File: config.mk
export PLATFORM = sky130hd
export DESIGN_NAME = stego_embed_ctrl
export DESIGN_NICKNAME = d
export VERILOG_FILES = /design/src/rtl/stego_embed_ctrl.sv
export SDC_FILE = /design/constraint.sdc
export NUM_CORES = 1
export LEC_CHECK = 0
export ABC_CLOCK_PERIOD_IN_PS = 2900
export BUFFER_PORTS_ARGS = -buffer_cell sky130_fd_sc_hd__buf_2
export CORE_UTILIZATION = 54
export CTS_CLUSTER_SIZE = 16
export DETAILED_ROUTE_END_ITERATION = 10
export PLACE_DENSITY = 0.92
export SKIP_LAST_GASP = 1
export SYNTH_ARGS = -nofsm -noshare
export SYNTH_HDL_FRONTEND = slang
export SYNTH_SLANG_ARGS = --single-unit
File: constraint.sdc
create_clock -name clk -period 2.9 [get_ports clk]
set_clock_uncertainty 0.15 [all_clocks]
set_input_delay 0.58 -clock clk [delete_from_list [all_inputs] [get_ports clk]]
set_output_delay 0.58 -clock clk [all_outputs]
set_load 0.1 [all_outputs]
File: src/rtl/stego_embed_ctrl.sv
// stego_embed_ctrl: sequencing controller for the encrypt-and-embed datapath.
// Streams cover bytes in and stego bytes out under valid/ready handshakes.
// Each of the first NUM_TEXT bytes gets bit 0 of (text nibble ^ key nibble) in
// its LSB; the key index wraps modulo NUM_KEY. Later bytes pass through unchanged.
//
// Handshake contract (both streams): a transfer happens on a rising edge where
// valid && ready are both high. A producer holding valid keeps its data stable
// until the transfer. The output stage is a single register: it can take a new
// byte in the same cycle the held byte drains.
module stego_embed_ctrl #(
  parameter int NUM_PIXELS = 3072,
  parameter int NUM_TEXT   = 344,
  parameter int NUM_KEY    = 208,
  parameter int CNT_W      = 12
) (
  input  logic             clk,
  input  logic             reset,
  input  logic             start,
  output logic             busy,
  output logic             done,
  output logic             truncated,
  input  logic [7:0]       pix_in_data,
  input  logic             pix_in_valid,
  output logic             pix_in_ready,
  output logic [7:0]       pix_out_data,
  output logic             pix_out_valid,
  input  logic             pix_out_ready,
  output logic [CNT_W-1:0] txt_addr,
  input  logic [3:0]       txt_data,
  output logic [CNT_W-1:0] key_addr,
  input  logic [3:0]       key_data,
  output logic [CNT_W:0]   embed_count,
  output logic [1:0]       dbg_state
);

  typedef enum logic [1:0] {
    S_IDLE  = 2'd0,
    S_RUN   = 2'd1,
    S_FLUSH = 2'd2
  } state_t;

  localparam logic [CNT_W-1:0] LAST_PIX = CNT_W'(NUM_PIXELS - 1);
  localparam logic [CNT_W-1:0] LAST_KEY = CNT_W'(NUM_KEY - 1);
  localparam logic [CNT_W:0]   TEXT_LIM = (CNT_W+1)'(NUM_TEXT);
  localparam logic [CNT_W-1:0] IDX_ONE  = CNT_W'(1);
  localparam logic [CNT_W:0]   EMB_ONE  = (CNT_W+1)'(1);
  localparam logic             TRUNC    = (NUM_TEXT > NUM_PIXELS);

  state_t           state_q, state_d;
  logic [CNT_W-1:0] pix_idx_q, pix_idx_d;
  logic [CNT_W-1:0] txt_addr_q, txt_addr_d;
  logic [CNT_W-1:0] key_addr_q, key_addr_d;
  logic [CNT_W:0]   embed_cnt_q, embed_cnt_d;
  logic [7:0]       out_data_q, out_data_d;
  logic             out_valid_q, out_valid_d;
  logic             done_q, done_d;
  logic             trunc_q, trunc_d;
  logic             in_ready;
  logic             accept;

  // State and datapath registers; reset returns everything to idle zeros.
  always_ff @(posedge clk) begin
    if (reset) begin
      state_q     <= S_IDLE;
      pix_idx_q   <= '0;
      txt_addr_q  <= '0;
      key_addr_q  <= '0;
      embed_cnt_q <= '0;
      out_data_q  <= '0;
      out_valid_q <= 1'b0;
      done_q      <= 1'b0;
      trunc_q     <= 1'b0;
    end else begin
      state_q     <= state_d;
      pix_idx_q   <= pix_idx_d;
      txt_addr_q  <= txt_addr_d;
      key_addr_q  <= key_addr_d;
      embed_cnt_q <= embed_cnt_d;
      out_data_q  <= out_data_d;
      out_valid_q <= out_valid_d;
      done_q      <= done_d;
      trunc_q     <= trunc_d;
    end
  end

  // Next-state, embed datapath and handshake logic.
  always_comb begin
    state_d     = state_q;
    pix_idx_d   = pix_idx_q;
    txt_addr_d  = txt_addr_q;
    key_addr_d  = key_addr_q;
    embed_cnt_d = embed_cnt_q;
    out_data_d  = out_data_q;
    out_valid_d = out_valid_q;
    done_d      = 1'b0;
    trunc_d     = trunc_q;
    in_ready    = 1'b0;
    accept      = 1'b0;
    case (state_q)
      S_IDLE: begin
        // The done cycle is also IDLE; a start there is deliberately dropped.
        if (start && !done_q) begin
          pix_idx_d   = '0;
          txt_addr_d  = '0;
          key_addr_d  = '0;
          embed_cnt_d = '0;
          trunc_d     = TRUNC;
          state_d     = S_RUN;
        end
      end
      S_RUN: begin
        in_ready = !out_valid_q || pix_out_ready;
        accept   = pix_in_valid && in_ready;
        if (accept) begin
          if ({1'b0, pix_idx_q} < TEXT_LIM) begin
            // Only bit 0 of the XOR nibble is embedded.
            out_data_d  = {pix_in_data[7:1], txt_data[0] ^ key_data[0]};
            embed_cnt_d = embed_cnt_q + EMB_ONE;
            txt_addr_d  = txt_addr_q + IDX_ONE;
            key_addr_d  = (key_addr_q == LAST_KEY) ? '0 : key_addr_q + IDX_ONE;
          end else begin
            out_data_d = pix_in_data;
          end
          out_valid_d = 1'b1;
          pix_idx_d   = pix_idx_q + IDX_ONE;
          if (pix_idx_q == LAST_PIX) state_d = S_FLUSH;
        end else if (pix_out_ready && out_valid_q) begin
          out_valid_d = 1'b0;
        end
      end
      S_FLUSH: begin
        if (out_valid_q && pix_out_ready) begin
          out_valid_d = 1'b0;
          done_d      = 1'b1;
          state_d     = S_IDLE;
        end
      end
      default: state_d = S_IDLE;
    endcase
  end

  assign busy          = (state_q != S_IDLE);
  assign done          = done_q;
  assign truncated     = trunc_q;
  assign pix_in_ready  = in_ready;
  assign pix_out_data  = out_data_q;
  assign pix_out_valid = out_valid_q;
  assign txt_addr      = txt_addr_q;
  assign key_addr      = key_addr_q;
  assign embed_count   = embed_cnt_q;
  assign dbg_state     = state_q;

endmodule

==> summary.txt, run 1 <==
Mapped Nets -> 402
power consumption -> 2.77 mW
ANT nets after route -> 0
P_int -> 1.53 mW
non-filler instance count after layout -> 510
Post-synth EDFFs -> 0
post-DP HPWL -> 5250 um
Cell Area, Synth -> 0.00312 mm^2
GR Util All Layers -> 0.273
total number of vias -> 3108
#FFs+latches synth -> 61
DP Area -> 0.00349 mm^2
Gate Count Post-Synth -> 373
hold slack -> 0.300 ns
sequential share of power -> 0.330
drt first pass iters -> 4
Rows -> 27
crit end category -> flip-flop
clock power share -> 0.249
Max FO, Critical Path -> 11
H-tree depth -> 3
CTS Hold Bufs -> 0
drc violations -> 0
unrepaired setup endpoints after global routing -> false
Fmax -> 0.385 GHz
clock period minus worst slack -> 2.60 ns
Sink Count -> 61
CP Class -> reg2reg
layout cells sized above 1 -> 0.240
Layout area overhead -> 17.8%
final-stage net count -> 463
clock-pin slew on the worst setup and hold paths -> 0.07 ns
Tightest Pin Transition -> 0.631 ns
PD cells -> 756 mW/mm^2
first-pass GRT wire length -> 13400 um
Post-CTS Resized -> 0
largest net degree at the start of global routing -> 45
later-pin clock latency in the skew report -> 0.34 ns
RD Place Congestion -> 0.870
Ant. Diodes -> 0
status -> completed
final core utilization -> 0.663
die area -> 0.00608 mm^2
Initial Util -> 0.563
WL final -> 7730 um
Placed Cells incl. Taps -> 495
die width -> 78.0 um
worst endpoint data arrival time -> 2.72 ns
initial antenna violation count -> 0
Die Span Y -> 78.0 um
fraction of registers with async set or reset after synthesis -> 0
Post-synth top flop -> dfxtp_1
sw frac -> 0.449
Req. time, crit path -> 3.02 ns
Final Cycle Share -> 0.895
DR iter-0 viols -> 156
pre-CTS WS -> 0.361 ns
design area -> 0.00367 mm^2
setup repair bufs after CTS -> 0
reg2reg setup slack -> 0.30 ns
Max IR drop VDD -> 823 uV
net switching power -> 1.25 mW
GRT overflow -> 0
Synth cell types -> 58
Fin. Hold Viols -> 0
TritonCTS Buffers -> 9
Ys Warns -> 0
sequential share of the synthesized area -> 0.392
Slew Viols, Final -> 0
IO buf count -> 65
Via density -> 6.09
final setup fails -> 0
max-cap violation count -> 0
number of I/O pins -> 73
CTS tree -> yes
Routed WL per cell -> 15.2 um
Pleak -> 1.42 nW
worst hold path type -> reg2reg
CTS Buffer Depth -> 2
Slew headroom -> 0.574
area of the core -> 0.00554 mm^2
mean area per synthesized cell -> 8.36 um^2
Comb power frac -> 0.421
CTS Root Cell -> clkbuf_8
final worst slack -> 0.303 ns
vias in the first global route -> 2976
element type at the critical path start -> flip-flop
setup TNS -> 0 ns
path summary, 6_finish.rpt:
| kind | startpoint | depth (start not counted) | endpoint |
|---|---|---|---|
| worst max-delay path | dbg_state[1] | 6 | key_addr[5] |
| worst min-delay path | pix_out_data[7] | 2 | pix_out_data[7] |
| worst max register to register | dbg_state[1] | 6 | key_addr[5] |
| worst min register to register | pix_out_data[7] | 2 | pix_out_data[7] |
cell usage after synthesis (2+ instances only):
library cell / number / area share
ha_1: 8 / 0.032
or2_2: 3 / 0.0060
and2_1: 5 / 0.010
nor2b_1: 2 / 0.0040
mux2i_1: 3 / 0.0096
xor2_1: 7 / 0.020
or3_2: 2 / 0.0048
clkbuf_1: 16 / 0.019
nand4b_1: 3 / 0.0084
nand2_1: 37 / 0.045
nor4_1: 2 / 0.0040
nor2_1: 21 / 0.025
inv_1: 7 / 0.0084
a211oi_1: 5 / 0.012
or3_1: 5 / 0.010
nand2b_1: 4 / 0.0080
nand4_1: 12 / 0.024
a31oi_1: 10 / 0.020
buf_2: 3 / 0.0048
xnor2_1: 3 / 0.0084
or4_1: 17 / 0.041
a21oi_1: 40 / 0.064
a32oi_1: 2 / 0.0056
and3_1: 6 / 0.012
nor3_1: 7 / 0.011
a311oi_1: 2 / 0.0056
o21ai_0: 17 / 0.027
nand3_1: 17 / 0.027
o31ai_1: 18 / 0.043
dfxtp_1: 61 / 0.39
cell families (layout without fill, tap and decap cells):
logic type               Yosys count  count (layout)  synth area share
AND/OR/NAND/NOR                  152             152             0.270
AO/OA/AOI/OAI                    106             106             0.218
flip-flops                        61              61             0.392
buffers and inverters             32              97            0.0498
XOR/XNOR                          10              10            0.0281
adder cells (fa/ha/maj)            8               8            0.0321
multiplexers                       3               3           0.00964
other                              1               1           0.00120
power groups by stage:
stage	Clock (mW)	Sequential (mW)	Combinational, mW
after detailed placement	0	0.933	1.16
after global placement	0	0.930	1.13
final	0.692	0.916	1.17
after global routing	0.726	0.921	1.25
after CTS	0.696	0.915	1.16
after floorplan	0	1.20	0.647
placed cells by master (no fill, tap or decap), types with 2 or more instances in the layout:
| master | instances |
|---|---|
| xor2_1 | 7 |
| nor2b_1 | 2 |
| mux2i_1 | 3 |
| o31ai_1 | 18 |
| a21oi_1 | 40 |
| buf_2 | 65 |
| or2_2 | 3 |
| buf_4 | 9 |
| or3_1 | 5 |
| a32oi_1 | 2 |
| ha_1 | 8 |
| clkbuf_8 | 12 |
| and3_1 | 6 |
| a211oi_1 | 5 |
| dfxtp_1 | 59 |
| a311oi_1 | 2 |
| nand2_1 | 37 |
| nor4_1 | 2 |
| or4_1 | 17 |
| or3_2 | 2 |
| and2_1 | 5 |
| o21ai_0 | 17 |
| nor2_1 | 21 |
| a31oi_1 | 10 |
| xnor2_1 | 3 |
| nand4b_1 | 3 |
| nor3_1 | 7 |
| nand2b_1 | 4 |
| dfxtp_2 | 2 |
| nand4_1 | 12 |
| inv_1 | 7 |
| nand3_1 | 17 |
| clkbuf_1 | 2 |
worst max-delay path, cell delays in order (launching register included):
cell,delay (ns)
dfxtp_2,0.34
inv_1,0.09
ha_1,0.47
o41ai_4,0.26
or4_4,0.52
or4_1,0.53
a31oi_1,0.16
flip-flops by register name (all words and copies together) (netlist names):
register,flops
pix_out_data,8
done,1
pix_idx_q,12
txt_addr,12
key_addr,12
pix_out_valid,1
dbg_state,2
embed_count,13
area by class of cell:
class | instances | area (um^2)
Fill cell | 460 | 1870
Timing Repair Buffer | 75 | 413
Multi-Input combinational cell | 280 | 1740
Tap cell | 72 | 90.1
Clock buffer | 14 | 173
Inverter | 7 | 26.3
Clock inverter | 1 | 5.00
Sequential cell | 61 | 1220
routing by layer:
layer  up-vias  routed length [um]  global-route usage
met1      1469                3420               0.340
met4         0                 119               0.124
li1       1522                   -                   -
met3        11                 427              0.0459
met5         -                   0                   0
met2       106                3770               0.459
(Power assumes the default switching activity.)
==> run 2: changes to the inputs <==
- PLACE_DENSITY: 0.92 -> 0.87
==> summary.txt, run 2 (synthesized netlist as in run 1, its figures left out) <==
worst hold path type -> reg2reg
commonest non-fill, non-tap cell in the layout -> buf_2
unrepaired setup endpoints after global routing -> false
RD Place Congestion -> 0.892
clock period minus worst slack -> 2.60 ns
setup TNS -> 0 ns
most frequent cells in the layout -> buf_2, dfxtp_1, a21oi_1
non-filler instance count after layout -> 512
WL final -> 7700 um
Layout area overhead -> 17.0%
final core utilization -> 0.658
Global Route met3 Usage -> 0.0553
FF-to-FF path depth -> 6
final setup fails -> 0
busiest layer in global routing -> met2
r2r endpoint -> key_addr[5]
IO buf count -> 65
reg-to-reg startpoint -> dbg_state[1]
Fin. Hold Viols -> 0
total number of vias -> 3120
Die Span Y -> 78.0 um
Max IR drop VDD -> 870 uV
Final Cycle Share -> 0.897
status -> completed
Slew headroom -> 0.562
DR iter-0 viols -> 142
met2 usage -> 0.422
grt met1 use -> 0.315
Max FO, Critical Path -> 11
later-pin clock latency in the skew report -> 0.34 ns
final worst slack -> 0.299 ns
reg2reg setup slack -> 0.31 ns
post-DP HPWL -> 5180 um
Critical Path Start -> dbg_state[1]
die area -> 0.00608 mm^2
critical path's slowest cell -> ha_1
Slew Viols, Final -> 0
clock-pin slew on the worst setup and hold paths -> 0.06 ns
CTS Buffer Depth -> 2
design area -> 0.00365 mm^2
layout cells sized above 1 -> 0.243
TritonCTS Buffers -> 9
CTS Root Cell -> clkbuf_8
Pleak -> 1.41 nW
crit path to -> pix_in_ready
drt first pass iters -> 4
setup repair bufs after CTS -> 0
pre-CTS WS -> 0.357 ns
DP Area -> 0.00349 mm^2
die width -> 78.0 um
vias in the first global route -> 2833
Placed Cells incl. Taps -> 496
delay-heaviest family, CP -> buffers and inverters
Routed WL per cell -> 15.0 um
Fmax -> 0.385 GHz
initial antenna violation count -> 0
Tightest Pin Transition -> 0.648 ns
Ant. Diodes -> 0
sequence of cells on the critical path -> inv_1, ha_1, and2_1, buf_2
Via density -> 6.09
WP depth -> 4
PD cells -> 741 mW/mm^2
final-stage net count -> 464
max reg flops -> 13
GR Util All Layers -> 0.262
Rows -> 27
Req. time, crit path -> 2.17 ns
CP Class -> reg2out
Worst path max stage delay -> 0.49 ns
ANT nets after route -> 0
power consumption -> 2.70 mW
drc violations -> 0
largest net degree at the start of global routing -> 40
worst endpoint data arrival time -> 1.87 ns
crit end category -> output pin
Initial Util -> 0.563
Sink Count -> 61
CTS tree -> yes
max-cap violation count -> 0
GRT overflow -> 0
area of the core -> 0.00554 mm^2
H-tree depth -> 3
Post-CTS Resized -> 0
number of I/O pins -> 73
CTS Hold Bufs -> 0
first-pass GRT wire length -> 12600 um
CP bufs+invs -> 2
hold slack -> 0.301 ns
element type at the critical path start -> flip-flop
-- run 2: per-layer routing --
metal	vias to the layer above	wire [um]
li1	1527	-
met1	1448	3360
met2	121	3640
met3	24	470
met4	0	231
met5	-	0
-- run 2: worst min-delay path, cell delays in order, from the launching register on --
cell	delay, ns
dfxtp_1	0.31
nand2_1	0.05
a21oi_1	0.05
-- run 2: worst min-delay path by stage --
stage / from / end / slack, ns / depth (start not counted)
4_1_cts: pix_out_data[3] / pix_out_data[3] / 0.30 / 2
3_5_place_dp: pix_out_data[3] / pix_out_data[3] / 0.29 / 2
2_1_floorplan: pix_idx_q[0] / pix_idx_q[0] / 0.30 / 2
6_report: pix_out_data[3] / pix_out_data[3] / 0.30 / 2
5_1_grt: pix_out_data[3] / pix_out_data[3] / 0.32 / 2
3_3_place_gp: pix_out_data[3] / pix_out_data[3] / 0.29 / 2
-- run 2: layout make-up --
class,count,area (um^2)
Fill cell,492,1890
Multi-Input combinational cell,280,1740
Sequential cell,61,1220
Timing Repair Buffer,76,408
Clock buffer,11,131
Tap cell,72,90.1
Clock inverter,5,27.5
Inverter,7,26.3
-- run 2: power by group --
group	switching [mW]	internal [mW]	total (mW)
Combinational	0.894	0.260	1.15
Sequential	0.0347	0.879	0.914
Clock	0.331	0.304	0.635
Total	1.26	1.44	2.70
==> run 3: changes to the inputs <==
- BUFFER_PORTS_ARGS: -buffer_cell sky130_fd_sc_hd__buf_2 -> -buffer_cell sky130_fd_sc_hd__clkbuf_2
- MAX_ROUTING_LAYER: unset -> met4
==> summary.txt, run 3 (synthesized netlist as in run 1, its figures left out) <==
unrepaired setup endpoints after global routing -> false
Ant. Diodes -> 0
CP bufs+invs -> 2
max-cap violation count -> 0
# fillers -> 461
drc violations -> 0
non-filler instance count after layout -> 513
CTS tree -> yes
commonest non-fill, non-tap cell in the layout -> clkbuf_2
CTS Root Cell -> clkbuf_8
setup TNS -> 0 ns
worst hold path type -> in2reg
final setup fails -> 0
worst endpoint data arrival time -> 1.93 ns
layout cells sized above 1 -> 0.249
Slew headroom -> 0.593
Fin. Hold Viols -> 0
later-pin clock latency in the skew report -> 0.35 ns
final-stage net count -> 465
Via density -> 6.17
largest net degree at the start of global routing -> 40
ANT nets after route -> 0
WL final -> 7720 um
first-pass GRT wire length -> 12900 um
CTS Buffer Depth -> 2
Pleak -> 1.40 nW
number of cells on the worst hold path -> 3
multi-input logic area -> 0.00174 mm^2
sequence of cells on the critical path -> inv_1, ha_1, and2_1, clkbuf_2
post-DP HPWL -> 5110 um
HP Start -> pix_in_data[3]
design area -> 0.00374 mm^2
DR iter-0 viols -> 177
PD cells -> 805 mW/mm^2
busiest layer in global routing -> met2
Post-CTS Resized -> 0
Sink Count -> 61
total number of vias -> 3163
Rows -> 27
drt first pass iters -> 5
clock-pin slew on the worst setup and hold paths -> 0.07 ns
WP depth -> 4
Slew Viols, Final -> 0
IO buf count -> 65
RD Place Congestion -> 0.930
power consumption -> 3.01 mW
element type at the critical path start -> flip-flop
delay-heaviest family, CP -> buffers and inverters
clock power share -> 0.313
GR Util All Layers -> 0.275
Layout area overhead -> 20.1%
Initial Util -> 0.563
net switching power -> 1.28 mW
Global Route met3 Usage -> 0.0647
area of the core -> 0.00554 mm^2
Max FO, Critical Path -> 11
Fmax -> 0.376 GHz
max reg flops -> 13
H-tree depth -> 3
Routed WL per cell -> 15.1 um
Max IR drop VDD -> 785 uV
sw frac -> 0.426
final core utilization -> 0.676
Req. time, crit path -> 2.17 ns
GRT overflow -> 0
initial antenna violation count -> 0
Comb power frac -> 0.383
number of I/O pins -> 73
die area -> 0.00608 mm^2
critical path's slowest cell -> ha_1
Placed Cells incl. Taps -> 497
most frequent cells in the layout -> clkbuf_2, dfxtp_1, a21oi_1
die width -> 78.0 um
Critical Path Start -> dbg_state[1]
crit end category -> output pin
setup repair bufs after CTS -> 0
DP Area -> 0.00350 mm^2
grt met1 use -> 0.332
Final Cycle Share -> 0.917
reg-to-reg startpoint -> dbg_state[1]
Die Span Y -> 78.0 um
Worst path max stage delay -> 0.48 ns
area occupied by registers -> 0.00122 mm^2
TritonCTS Buffers -> 9
CTS Hold Bufs -> 0
vias in the first global route -> 2852
CP Class -> reg2out
sequential share of power -> 0.304
P_int -> 1.73 mW
FF-to-FF path depth -> 6
Tightest Pin Transition -> 0.603 ns
met2 usage -> 0.437
status -> completed
clock period minus worst slack -> 2.66 ns
[run 3: worst min-delay path: stages]
cell and delay, ns:
clkbuf_2 0.08, nand2_1 0.05, a21oi_1 0.05
[run 3: per-stage QoR]
step                hold WS (ns)  setup slack, ns
floorplan                  0.303            0.202
global placement           0.292            0.399
detailed placement         0.298            0.382
CTS                        0.293            0.257
global route               0.304            0.183
finish                     0.305            0.242
[run 3: final timing paths]
kind | to | slack, ns
hold / removal | pix_out_data[3] | 0.30
hold reg to reg | pix_out_data[0] | 0.31
setup reg to reg | key_addr[5] | 0.30
setup / recovery | pix_in_ready | 0.24
[run 3: routing by layer]
layer / up-vias / part of all wire
met5: - / 0
met4: 0 / 0.019
met3: 16 / 0.063
met2: 132 / 0.48
met1: 1491 / 0.44
li1: 1524 / -
[run 3: area by class of cell]
| class | count | area share |
|---|---|---|
| flip-flops and latches | 61 | 0.327 |
| multi-input cells | 280 | 0.465 |
| clock inverters | 6 | 0.0294 |
| well taps | 72 | 0.0241 |
| repair buffers | 77 | 0.111 |
| clock buffers | 10 | 0.0368 |
| inverters | 7 | 0.00702 |
[run 3: power by group through the flow]
stage | logic (mW) | registers (mW) | clock network [mW]
finish | 1.15 | 0.916 | 0.945
floorplan | 0.647 | 1.20 | 0
global placement | 1.12 | 0.933 | 0
detailed placement | 1.14 | 0.934 | 0
CTS | 1.15 | 0.915 | 0.957
global route | 1.22 | 0.924 | 1.00
